==> src/rtl/ps2_pkg.sv <==
// Shared definitions for the PS/2 receive path: FSM encoding, frame
// geometry and the scan-code prefixes downstream decode looks for.
package ps2_pkg;

  typedef enum logic [1:0] {
    ST_IDLE   = 2'd0,
    ST_DATA   = 2'd1,
    ST_PARITY = 2'd2,
    ST_STOP   = 2'd3
  } state_t;

  localparam int         FRAME_BITS   = 11;
  localparam logic [7:0] KEY_BREAK    = 8'hF0;
  localparam logic [7:0] KEY_EXTENDED = 8'hE0;

  // PS/2 uses odd parity over the eight data bits plus the parity bit.
  function automatic logic odd_parity_ok(input logic [7:0] data, input logic par);
    return ^{data, par};
  endfunction

endpackage

==> src/rtl/ps2_sync_filter.sv <==
// Two-flop synchronizer followed by a run-length debounce; emits the
// filtered level and a one-cycle pulse on its 1->0 transition.
module ps2_sync_filter #(
  parameter int FILTER = 8
) (
  input  logic clock,
  input  logic reset,
  input  logic raw_in,
  output logic level,
  output logic fall
);

  localparam int CNT_W = $clog2(FILTER + 1);

  logic [1:0]       sync_q, sync_d;
  logic [CNT_W-1:0] run_q, run_d;
  logic             level_q, level_d;
  logic             level_prev_q, level_prev_d;
  logic             fall_q, fall_d;

  always_comb begin
    sync_d       = {sync_q[0], raw_in};
    run_d        = '0;
    level_d      = level_q;
    level_prev_d = level_q;
    fall_d       = level_prev_q & ~level_q;
    // Count consecutive disagreements; any agreement restarts the run.
    if (sync_q[1] != level_q) begin
      if (run_q == CNT_W'(FILTER - 1)) begin
        level_d = sync_q[1];
      end else begin
        run_d = run_q + 1'b1;
      end
    end
  end

  always_ff @(posedge clock) begin
    if (reset) begin
      sync_q       <= 2'b11;
      run_q        <= '0;
      level_q      <= 1'b1;
      level_prev_q <= 1'b1;
      fall_q       <= 1'b0;
    end else begin
      sync_q       <= sync_d;
      run_q        <= run_d;
      level_q      <= level_d;
      level_prev_q <= level_prev_d;
      fall_q       <= fall_d;
    end
  end

  assign level = level_q;
  assign fall  = fall_q;

endmodule

==> src/rtl/ps2_receiver.sv <==
// PS/2 device-to-host frame receiver: deserializes 11-bit frames into a
// byte plus hit strobe, rejecting bad start/parity/stop and stalled frames.
module ps2_receiver
  import ps2_pkg::*;
#(
  parameter int FILTER  = 8,
  parameter int TIMEOUT = 10000
) (
  input  logic       clock,
  input  logic       reset,
  input  logic       ps2_clk,
  input  logic       ps2_dat,
  output logic [7:0] ps2_data,
  output logic       ps2_hit,
  output logic       ps2_err,
  output logic       busy
);

  localparam int TMO_W = $clog2(TIMEOUT + 1);

  logic             clk_level, clk_fall_raw, clk_fall;
  logic [1:0]       dat_sync_q, dat_sync_d;
  state_t           state_q, state_d;
  logic [7:0]       shift_q, shift_d;
  logic [2:0]       bit_cnt_q, bit_cnt_d;
  logic             parity_ok_q, parity_ok_d;
  logic [TMO_W-1:0] tmo_q, tmo_d;
  logic [7:0]       data_q, data_d;
  logic             hit_q, hit_d;
  logic             err_q, err_d;
  logic             dat_bit;

  ps2_sync_filter #(.FILTER(FILTER)) u_clk_filt (
    .clock  (clock),
    .reset  (reset),
    .raw_in (ps2_clk),
    .level  (clk_level),
    .fall   (clk_fall_raw)
  );

  assign clk_fall = clk_fall_raw & ~clk_level;
  assign dat_bit  = dat_sync_q[1];

  always_comb begin
    dat_sync_d  = {dat_sync_q[0], ps2_dat};
    state_d     = state_q;
    shift_d     = shift_q;
    bit_cnt_d   = bit_cnt_q;
    parity_ok_d = parity_ok_q;
    data_d      = data_q;
    hit_d       = 1'b0;
    err_d       = 1'b0;
    tmo_d       = (state_q == ST_IDLE || clk_fall) ? '0 : tmo_q + 1'b1;

    // A stall abort wins over a coincident fall, which is then dropped.
    if (state_q != ST_IDLE && tmo_q == TMO_W'(TIMEOUT - 1)) begin
      state_d = ST_IDLE;
      err_d   = 1'b1;
      tmo_d   = '0;
    end else if (clk_fall) begin
      unique case (state_q)
        ST_IDLE: begin
          if (!dat_bit) begin
            state_d   = ST_DATA;
            shift_d   = '0;
            bit_cnt_d = '0;
          end else begin
            err_d = 1'b1;
          end
        end
        ST_DATA: begin
          shift_d   = {dat_bit, shift_q[7:1]};
          bit_cnt_d = bit_cnt_q + 1'b1;
          if (bit_cnt_q == 3'd7) state_d = ST_PARITY;
        end
        ST_PARITY: begin
          parity_ok_d = odd_parity_ok(shift_q, dat_bit);
          state_d     = ST_STOP;
        end
        ST_STOP: begin
          if (dat_bit && parity_ok_q) begin
            data_d = shift_q;
            hit_d  = 1'b1;
          end else begin
            err_d = 1'b1;
          end
          state_d = ST_IDLE;
        end
      endcase
    end
  end

  always_ff @(posedge clock) begin
    if (reset) begin
      dat_sync_q  <= 2'b11;
      state_q     <= ST_IDLE;
      shift_q     <= '0;
      bit_cnt_q   <= '0;
      parity_ok_q <= 1'b0;
      tmo_q       <= '0;
      data_q      <= 8'h00;
      hit_q       <= 1'b0;
      err_q       <= 1'b0;
    end else begin
      dat_sync_q  <= dat_sync_d;
      state_q     <= state_d;
      shift_q     <= shift_d;
      bit_cnt_q   <= bit_cnt_d;
      parity_ok_q <= parity_ok_d;
      tmo_q       <= tmo_d;
      data_q      <= data_d;
      hit_q       <= hit_d;
      err_q       <= err_d;
    end
  end

  assign ps2_data = data_q;
  assign ps2_hit  = hit_q;
  assign ps2_err  = err_q;
  assign busy     = (state_q != ST_IDLE);

endmodule
==> config.mk <==
export PLATFORM = sky130hd
export DESIGN_NAME = ps2_receiver
export DESIGN_NICKNAME = d
export VERILOG_FILES = /design/src/rtl/ps2_pkg.sv /design/src/rtl/ps2_sync_filter.sv /design/src/rtl/ps2_receiver.sv
export SDC_FILE = /design/constraint.sdc
export NUM_CORES = 1
export LEC_CHECK = 0
export CORE_MARGIN = 8
export CORE_UTILIZATION = 35
export CTS_CLUSTER_SIZE = 28
export DETAILED_ROUTE_END_ITERATION = 10
export PLACE_DENSITY = 0.62
export REMOVE_ABC_BUFFERS = 1
export SLEW_MARGIN = 25
export SYNTH_ARGS = -nofsm -noshare
export SYNTH_HDL_FRONTEND = slang
export SYNTH_SLANG_ARGS = --single-unit
==> constraint.sdc <==
create_clock -name clock -period 2.5 [get_ports clock]
set_input_delay 0.5 -clock clock [delete_from_list [all_inputs] [get_ports clock]]
set_output_delay 0.5 -clock clock [all_outputs]
set_load 0.02 [all_outputs]
==> metrics, run 1 <==
RePlAce Congestion=about 0.73; critical path endpoint category=output pin; FMAX=approximately 0.45 GHz; Initial Utilization=0.366; critical path depth=4; clk_lat worst skew=0.31 ns; die area=9000 µm²; warnings from Yosys=0; Final Setup Violations=0; cts hold-fix bufs=0; final WL=about 4000 µm; Critical Path AT=1.73 ns; top sig layer=met4; postcts setup bufs=0; CTS Buf Count=5; Area growth syn-to-layout=13.3%; Reg2Reg Setup Slack=between 0.3 and 0.4 ns; PnR worst setup slack=between 0.2 and 0.3 ns; # resized after CTS=0; worst rel slew slack=0.443; root buffer cell=clkbuf_8; Reg-to-Reg Start=state_q[0]; met2 routed WL=1730 µm; Post-DRT Antenna Nets=0; crit path kind=flip-flop to output pin; RSZ-0062 raised after global routing=false; startpoint types=flip-flop; ant diodes=0; metal3 WL=172 µm; dpl ws=0.382 ns; leakage=between 0.8 and 0.9 nW; CP max FO=5; average size of a mapped cell=between 9 and 10 µm²; number of max-cap violations=0; CTS H-Tree Depth=2; layout cells sized above 1=0.0816; via count=~1.6k; Top-Level Pins=15; Final Max Slew Viols=0; worst path buffer plus inverter count=3; vias in the first global route=between 1.5k and 2k; status=finished, final reports clean; core box area=~6000 µm²; DR iter-0 viols=between 150 and 200; WP data required=about 2.0 ns; drt pass-1 iters=4; crit-path cells=inv_1 -> ha_1 -> inv_1 -> clkdlybuf4s50_1; routed length on met1=around 2100 µm; Cell Area, Synth=around 2200 µm²; Syn Inst Count=235; num rows=28; post-synth cell types=39; most frequent CP cell=inv_1; Tcrit/Tclk final=0.893; Crit path max-delay family=buffers and inverters; slowest stage delay, CP=0.61 ns; Hold Startpoint=u_clk_filt.level_prev_q; CTS tree=built; post-synthesis sequential area ratio=0.451; Final Critical Period=about 2.2 ns; Clock Sinks=49; sink of the worst hold path=u_clk_filt.fall; Slew @ Worst Pin=0.825 ns; endpoints failing hold=0; total grt overflow=0; Post-DP HPWL=2840 µm; initial antenna violation count=0; wire per inst=between 10 and 15 µm; Via-to-Cell Ratio=slightly above 5; port bufs=14; Residual DRC=0; global-route wire length before repair=7190 µm; final net count=~260; reg-to-reg endpoint=parity_ok_q; setup tns final=0 ns; clock buffer depth=2; die height=roughly 95 µm; R2R cell count=6; Die X=94.9 µm; hold depth=2; VDD IR-drop max=around 0.2 mV; #FFs+latches synth=approximately 50; Overall Global Routing Usage=0.100; largest net degree at the start of global routing=30; Reg clk slew, reported paths=0.09 ns; Hold Path Class=flip-flop to flip-flop; Crit-path slowest cell=clkdlybuf4s50_1; Cell Pwr Density=~560 nW/µm²; clk_skew=0.00847 ns
power by group:
part	internal, mW	switching, mW
Clock	0.299	0.269
Sequential	0.783	0.00231
Combinational	0.00996	0.0116
Total	1.09	0.283
worst max-delay path by stage:
stage	slack, ns	start	endpoint
final	0.27	state_q[0]	busy
after global routing	0.15	state_q[0]	busy
after CTS	0.24	state_q[0]	busy
after detailed placement	0.38	state_q[0]	parity_ok_q
after global placement	0.47	state_q[0]	parity_ok_q
after floorplan	0.61	state_q[0]	parity_ok_q
cells in the mapped netlist:
master,n,share of area
and3_1,4,0.011
buf_6,2,0.010
buf_1,2,0.0034
xor2_1,11,0.044
or2_2,5,0.014
nor3_1,3,0.0069
nand2b_1,3,0.0086
clkbuf_1,6,0.010
buf_2,3,0.0069
nor4b_2,1,0.0069
a21oi_1,21,0.048
a41oi_1,1,0.0040
xnor3_1,2,0.021
ha_1,9,0.052
and3b_1,1,0.0040
and2_1,2,0.0057
or4_4,1,0.0052
nand4_1,7,0.020
nor2b_1,2,0.0057
a2111oi_0,1,0.0040
or3_1,2,0.0057
o211ai_1,1,0.0034
dfxtp_1,49,0.45
inv_1,7,0.012
a211o_1,3,0.012
nor3b_4,1,0.0086
a211oi_1,1,0.0034
nor2_1,20,0.034
nand2_1,7,0.012
nand3_1,24,0.055
buf_4,1,0.0034
mux2i_1,1,0.0046
o21ai_0,19,0.044
o311ai_0,1,0.0040
and4_4,1,0.0052
and4_1,2,0.0080
xnor2_1,6,0.024
a41o_1,1,0.0046
nor4bb_4,1,0.011
cell families after synthesis:
kind of cell | count (synthesis) | synth area share
AND/OR/NAND/NOR | 87 | 0.230
AO/OA/AOI/OAI | 49 | 0.128
flip-flops | 49 | 0.451
buffers and inverters | 21 | 0.0466
XOR/XNOR | 19 | 0.0891
adder cells (fa/ha/maj) | 9 | 0.0517
multiplexers | 1 | 0.00460
metal layers:
metal  up-vias  GRT usage
met5         -          0
met4         0     0.0468
met3         7     0.0262
met2        24      0.150
met1       750      0.131
li1        842          -
worst min-delay path: cells and delay by family, from the launching register on:
family | cells | cell delay [ns]
DFF | 1 | 0.31
buffers and inverters | 1 | 0.04
and+or+nand+nor | 1 | 0.03
metrics by stage:
stage	total power [mW]	instances	hold slack, ns	utilization	area [µm²]
after detailed placement	0.825	312	0.401	0.395	2350
final	1.38	320	0.417	0.414	2470
after global placement	0.825	312	0.393	0.395	2350
after CTS	1.40	320	0.420	0.414	2470
after floorplan	0.810	221	0.389	-	2100
after global routing	1.44	320	0.431	0.414	2470
registers in the layout, indices dropped and copies added (netlist names):
name,cells
u_clk_filt.run_q,4
ps2_hit,1
u_clk_filt.sync_q,2
u_clk_filt.level_prev_q,1
shift_q,8
ps2_data,8
u_clk_filt.level,1
tmo_q,14
bit_cnt_q,3
dat_sync_q,2
u_clk_filt.fall,1
ps2_err,1
parity_ok_q,1
state_q,2
cell type report:
cell class	instances	area, µm²
clock buffer	5	68.8
inverter	7	26.3
clock inverter	3	46.3
tap	75	93.8
fill	615	3490
multi-input combinational	165	1090
sequential	49	981
timing repair buffer	16	155
cells in the final DEF, fill, tap and decap left out, drive strengths merged, types with 3 or more instances in the layout:
cell	count
dfxtp	49
nand3	24
a21oi	21
nor2	20
o21ai	19
clkdlybuf4s50	14
xor2	11
ha	9
inv	7
nand2	7
nand4	7
xnor2	6
or2	5
clkbuf	5
and3	4
nand2b	3
nor3	3
a211o	3
and4	3
Power figures use the tool's default switching activity.
==> run 2: changes to the inputs <==
--- a/config.mk
+++ b/config.mk
@@ -5,10 +5,12 @@
 export SDC_FILE = /design/constraint.sdc
 export NUM_CORES = 1
 export LEC_CHECK = 0
+export CAP_MARGIN = 25
 export CORE_MARGIN = 8
 export CORE_UTILIZATION = 35
 export CTS_CLUSTER_SIZE = 28
 export DETAILED_ROUTE_END_ITERATION = 10
+export GPL_TIMING_DRIVEN = 0
 export PLACE_DENSITY = 0.62
 export REMOVE_ABC_BUFFERS = 1
 export SLEW_MARGIN = 25
==> metrics, run 2 (same netlist as run 1, synthesis figures left out) <==
status=finished, final reports clean; clock buffer depth=2 (unchanged); R2R cell count=6 (unchanged); Initial Utilization=0.366 (unchanged); die height=94.9 µm (unchanged); Reg clk slew, reported paths=0.09 ns (about the same); vias in the first global route=1,555 (-0.064%); Clock Sinks=49 (unchanged); port bufs=14 (unchanged); FMAX=0.446 GHz (-0.43%); critical path depth=4 (unchanged); ant diodes=0 (unchanged); RePlAce Congestion=0.752 (+2.4%); setup tns final=0 ns (unchanged); CTS H-Tree Depth=2 (unchanged); postcts setup bufs=0 (unchanged); wire per inst=12.6 µm (-1.5%); RSZ-0062 raised after global routing=false; Overall Global Routing Usage=0.0970 (-0.00306); hold depth=1 (-1); endpoints failing hold=0 (unchanged); Util after Layout=0.408 (-0.00567); Final Max Slew Viols=0 (unchanged); most frequent CP cell=inv_1; final net count=255 (-0.78%); WP data required=2.00 ns (about the same); root buffer cell=clkbuf_8; # resized after CTS=0 (unchanged); core box area=5960 µm² (unchanged); slowest stage delay, CP=0.60 ns (about the same); Post-DP HPWL=2640 µm (-6.9%); startpoint types=flip-flop; final WL=4000 µm (-2.1%); initial antenna violation count=0 (unchanged); Top-Level Pins=15 (unchanged); Tcrit/Tclk final=0.897 (+0.00382); crit-path cells=inv_1 -> ha_1 -> inv_1 -> clkdlybuf4s50_1; clk_lat worst skew=0.30 ns (about the same); cts hold-fix bufs=0 (unchanged); via count=1,622 (-0.062%); leakage=0.844 nW (-1.1%); Crit path max-delay family=buffers and inverters; Final Setup Violations=0 (unchanged); Die X=94.9 µm (unchanged); num rows=28 (unchanged); CTS tree=built; global-route wire length before repair=7050 µm (-1.9%); crit path kind=flip-flop to output pin; Biggest register=tmo_q; Hold Path Class=flip-flop to flip-flop; worst rel slew slack=0.409 (-0.0343); most frequent cells in the layout=dfxtp_1, nand3_1, a21oi_1, nor2_1, o21ai_0; drt pass-1 iters=4 (unchanged); Via-to-Cell Ratio=5.10 (+0.57%); CTS Buf Count=5 (unchanged); Final Critical Period=2.24 ns (+0.00955 ns); Post-DRT Antenna Nets=0 (unchanged); number of max-cap violations=0 (unchanged); Area growth syn-to-layout=11.7%; Slew @ Worst Pin=0.875 ns (+0.0507 ns); Largest register FFs=14 (unchanged); Residual DRC=0 (unchanged); layout cells sized above 1=0.0782 (-0.00344); VDD IR-drop max=0.190 mV (-6.5%); Critical Path AT=1.74 ns (about the same); DR iter-0 viols=180 (+19%); most common cell after layout, fill and taps aside=dfxtp_1; total grt overflow=0 (unchanged); die area=9000 µm² (unchanged); CP max FO=5 (unchanged); clk_skew=0.00773 ns (-0.000741 ns); largest net degree at the start of global routing=35 (+17%); worst path buffer plus inverter count=3 (unchanged); critical path endpoint category=output pin; Crit-path slowest cell=clkdlybuf4s50_1; Cell Pwr Density=538 nW/µm² (-3.6%)
[run 2: path summary, 6_finish.rpt]
kind                            slack, ns                 start              endpoint
worst max-delay path                 0.26            state_q[0]                  busy
worst min-delay path                 0.41  u_clk_filt.sync_q[0]  u_clk_filt.sync_q[1]
worst max register to register       0.30            state_q[0]           parity_ok_q
worst min register to register       0.41  u_clk_filt.sync_q[0]  u_clk_filt.sync_q[1]
[run 2: worst reg2reg max path: cells and delay by family (launching register included)]
family / cells / cell delay (ns)
AOI/OAI and AO/OA: 3 / 0.97
and+or+nand+nor: 1 / 0.38
DFF: 1 / 0.37
adders and majority gates: 1 / 0.29
buffers and inverters: 1 / 0.10
[run 2: area by class of cell]
cell class	count	area (µm²)
clock inverter	1	5.00
tap	75	93.8
multi-input combinational	165	1090
fill	615	3520
clock buffer	7	96.3
inverter	7	26.3
sequential	49	981
timing repair buffer	14	135
[run 2: report_power, final]
group / internal, mW / switching, mW
Clock: 0.250 / 0.253
Combinational: 0.00812 / 0.0109
Sequential: 0.783 / 0.00231
Total: 1.04 / 0.267
[run 2: layer usage]
metal	wire (µm)	vias to the layer above	track usage
li1	-	834	-
met5	0	-	0
met3	171	8	0.0262
met2	1700	23	0.143
met4	78	0	0.0468
met1	2050	757	0.128
[run 2: stage by stage]
step                hold WS [ns]  std cells  total power, mW  setup slack (ns)  instance area (µm²)
global route               0.423        318             1.37             0.104                 2430
floorplan                  0.389        221            0.810             0.613                 2100
global placement           0.393        310            0.824            -0.151                 2340
CTS                        0.413        318             1.33             0.217                 2430
detailed placement         0.393        310            0.823             0.305                 2330
finish                     0.412        318             1.31             0.259                 2430
==> run 3: changes to the inputs <==
--- a/config.mk
+++ b/config.mk
@@ -13,7 +13,7 @@
 export GPL_TIMING_DRIVEN = 0
 export PLACE_DENSITY = 0.62
 export REMOVE_ABC_BUFFERS = 1
-export SLEW_MARGIN = 25
+export SLEW_MARGIN = 0
 export SYNTH_ARGS = -nofsm -noshare
 export SYNTH_HDL_FRONTEND = slang
 export SYNTH_SLANG_ARGS = --single-unit
==> metrics, run 3 (same netlist as run 1, synthesis figures left out) <==
global-route wire length before repair=6950 µm (-1.5%); crit path kind=flip-flop to flip-flop; largest net degree at the start of global routing=25 (-29%); worst path buffer plus inverter count=1 (-2); vias in the first global route=1,517 (-2.4%); Final Max Slew Viols=0 (unchanged); RSZ-0062 raised after global routing=false; num rows=28 (unchanged); most common cell after layout, fill and taps aside=dfxtp_1; crit-path cells=inv_1 -> ha_1 -> nor4b_2 -> a41oi_1 -> a211o_1 -> o311ai_0; CTS Buf Count=5 (unchanged); cts hold-fix bufs=0 (unchanged); Cell Pwr Density=510 nW/µm² (-5.1%); via count=1,598 (-1.5%); Biggest register=tmo_q; RePlAce Congestion=0.752 (unchanged); status=finished, final reports clean; FMAX=0.446 GHz (about the same); Initial Utilization=0.366 (unchanged); leakage=0.842 nW (-0.25%); worst rel slew slack=0.405 (-0.00341); Slew @ Worst Pin=0.880 ns (+0.00504 ns); final net count=256 (+0.39%); Post-DP HPWL=2670 µm (+0.82%); DR iter-0 viols=105 (-42%); slowest stage delay, CP=0.47 ns (-0.13 ns); Tcrit/Tclk final=0.896 (about the same); startpoint types=flip-flop; VDD IR-drop max=0.187 mV (-1.2%); Crit path max-delay family=compound AO/OA/AOI/OAI gates; core box area=5960 µm² (unchanged); Design Power=1.25 mW (-4.7%); Die X=94.9 µm (unchanged); Clock Sinks=49 (unchanged); # resized after CTS=0 (unchanged); CP max FO=11 (+6); clk_skew=0.00314 ns (-0.00459 ns); postcts setup bufs=0 (unchanged); Top-Level Pins=15 (unchanged); clock buffer depth=2 (unchanged); Final Setup Violations=0 (unchanged); port bufs=14 (unchanged); die area=9000 µm² (unchanged); Reg clk slew, reported paths=0.08 ns (about the same); Residual DRC=0 (unchanged); Area growth syn-to-layout=12.2%; root buffer cell=clkbuf_8; Largest register FFs=14 (unchanged); clk_lat worst skew=0.29 ns (about the same); Hold Path Class=flip-flop to flip-flop; Overall Global Routing Usage=0.0950 (-0.00199); number of max-cap violations=0 (unchanged); endpoints failing hold=0 (unchanged); most frequent cells in the layout=dfxtp_1, nand3_1, a21oi_1, nor2_1, o21ai_0; final WL=3950 µm (-1.4%); Crit-path slowest cell=a41oi_1; WP data required=2.68 ns (+0.68 ns); ant diodes=0 (unchanged); Critical Path AT=2.42 ns (+0.68 ns); layout cells sized above 1=0.0656 (-0.0126); initial antenna violation count=0 (unchanged); die height=94.9 µm (unchanged); CTS tree=built; wire per inst=12.4 µm (-1.7%); critical path endpoint category=flip-flop; Util after Layout=0.410 (+0.00189); Final Critical Period=2.24 ns (-0.000618 ns); CTS H-Tree Depth=2 (unchanged); Post-DRT Antenna Nets=0 (unchanged); total grt overflow=0 (unchanged); Via-to-Cell Ratio=5.01 (-1.8%); filler cell count=608 (-1.1%); drt pass-1 iters=4 (unchanged)
## run 3: worst reg2reg max path: stages, from the launching register on
cell	delay, ns
dfxtp_1	0.39
inv_1	0.10
ha_1	0.27
nor4b_2	0.38
a41oi_1	0.47
a211o_1	0.42
o311ai_0	0.09
## run 3: layer usage
layer,global-route usage,share of wire,vias to the layer above
li1,-,-,839
met1,0.128,0.52,731
met2,0.138,0.42,22
met3,0.0246,0.040,6
met4,0.0429,0.019,0
met5,0,0,-
## run 3: worst paths after layout
kind | startpoint | end | slack, ns | cells past startpoint
worst max-delay path | state_q[1] | parity_ok_q | 0.26 | 6
worst min-delay path | u_clk_filt.sync_q[0] | u_clk_filt.sync_q[1] | 0.41 | 1
worst max register to register | state_q[1] | parity_ok_q | 0.26 | 6
worst min register to register | u_clk_filt.sync_q[0] | u_clk_filt.sync_q[1] | 0.41 | 1
## run 3: area by class of cell
| cell class | instances | area [µm²] | area share |
|---|---|---|---|
| timing repair buffer | 15 | 168 | 0.0686 |
| inverter | 7 | 26.3 | 0.0108 |
| multi-input combinational | 165 | 1090 | 0.448 |
| clock buffer | 8 | 80.1 | 0.0328 |
| tap | 75 | 93.8 | 0.0384 |
| sequential | 49 | 981 | 0.401 |
## run 3: per-stage QoR
stage | cells | TNS (ns) | hold slack [ns] | cell area (µm²) | setup WS [ns]
floorplan | 221 | 0 | 0.389 | 2100 | 0.613
global placement | 310 | -1.82 | 0.393 | 2340 | -0.151
detailed placement | 311 | 0 | 0.393 | 2360 | 0.259
CTS | 319 | 0 | 0.413 | 2440 | 0.230
global route | 319 | 0 | 0.424 | 2440 | 0.131
finish | 319 | 0 | 0.410 | 2440 | 0.259
## run 3: power by group
group          internal (mW)  switching, mW  leakage (nW)
registers              0.783        0.00228         0.396
logic                 0.0133         0.0116         0.407
clock network          0.199          0.238        0.0395
total                  0.995          0.252         0.842
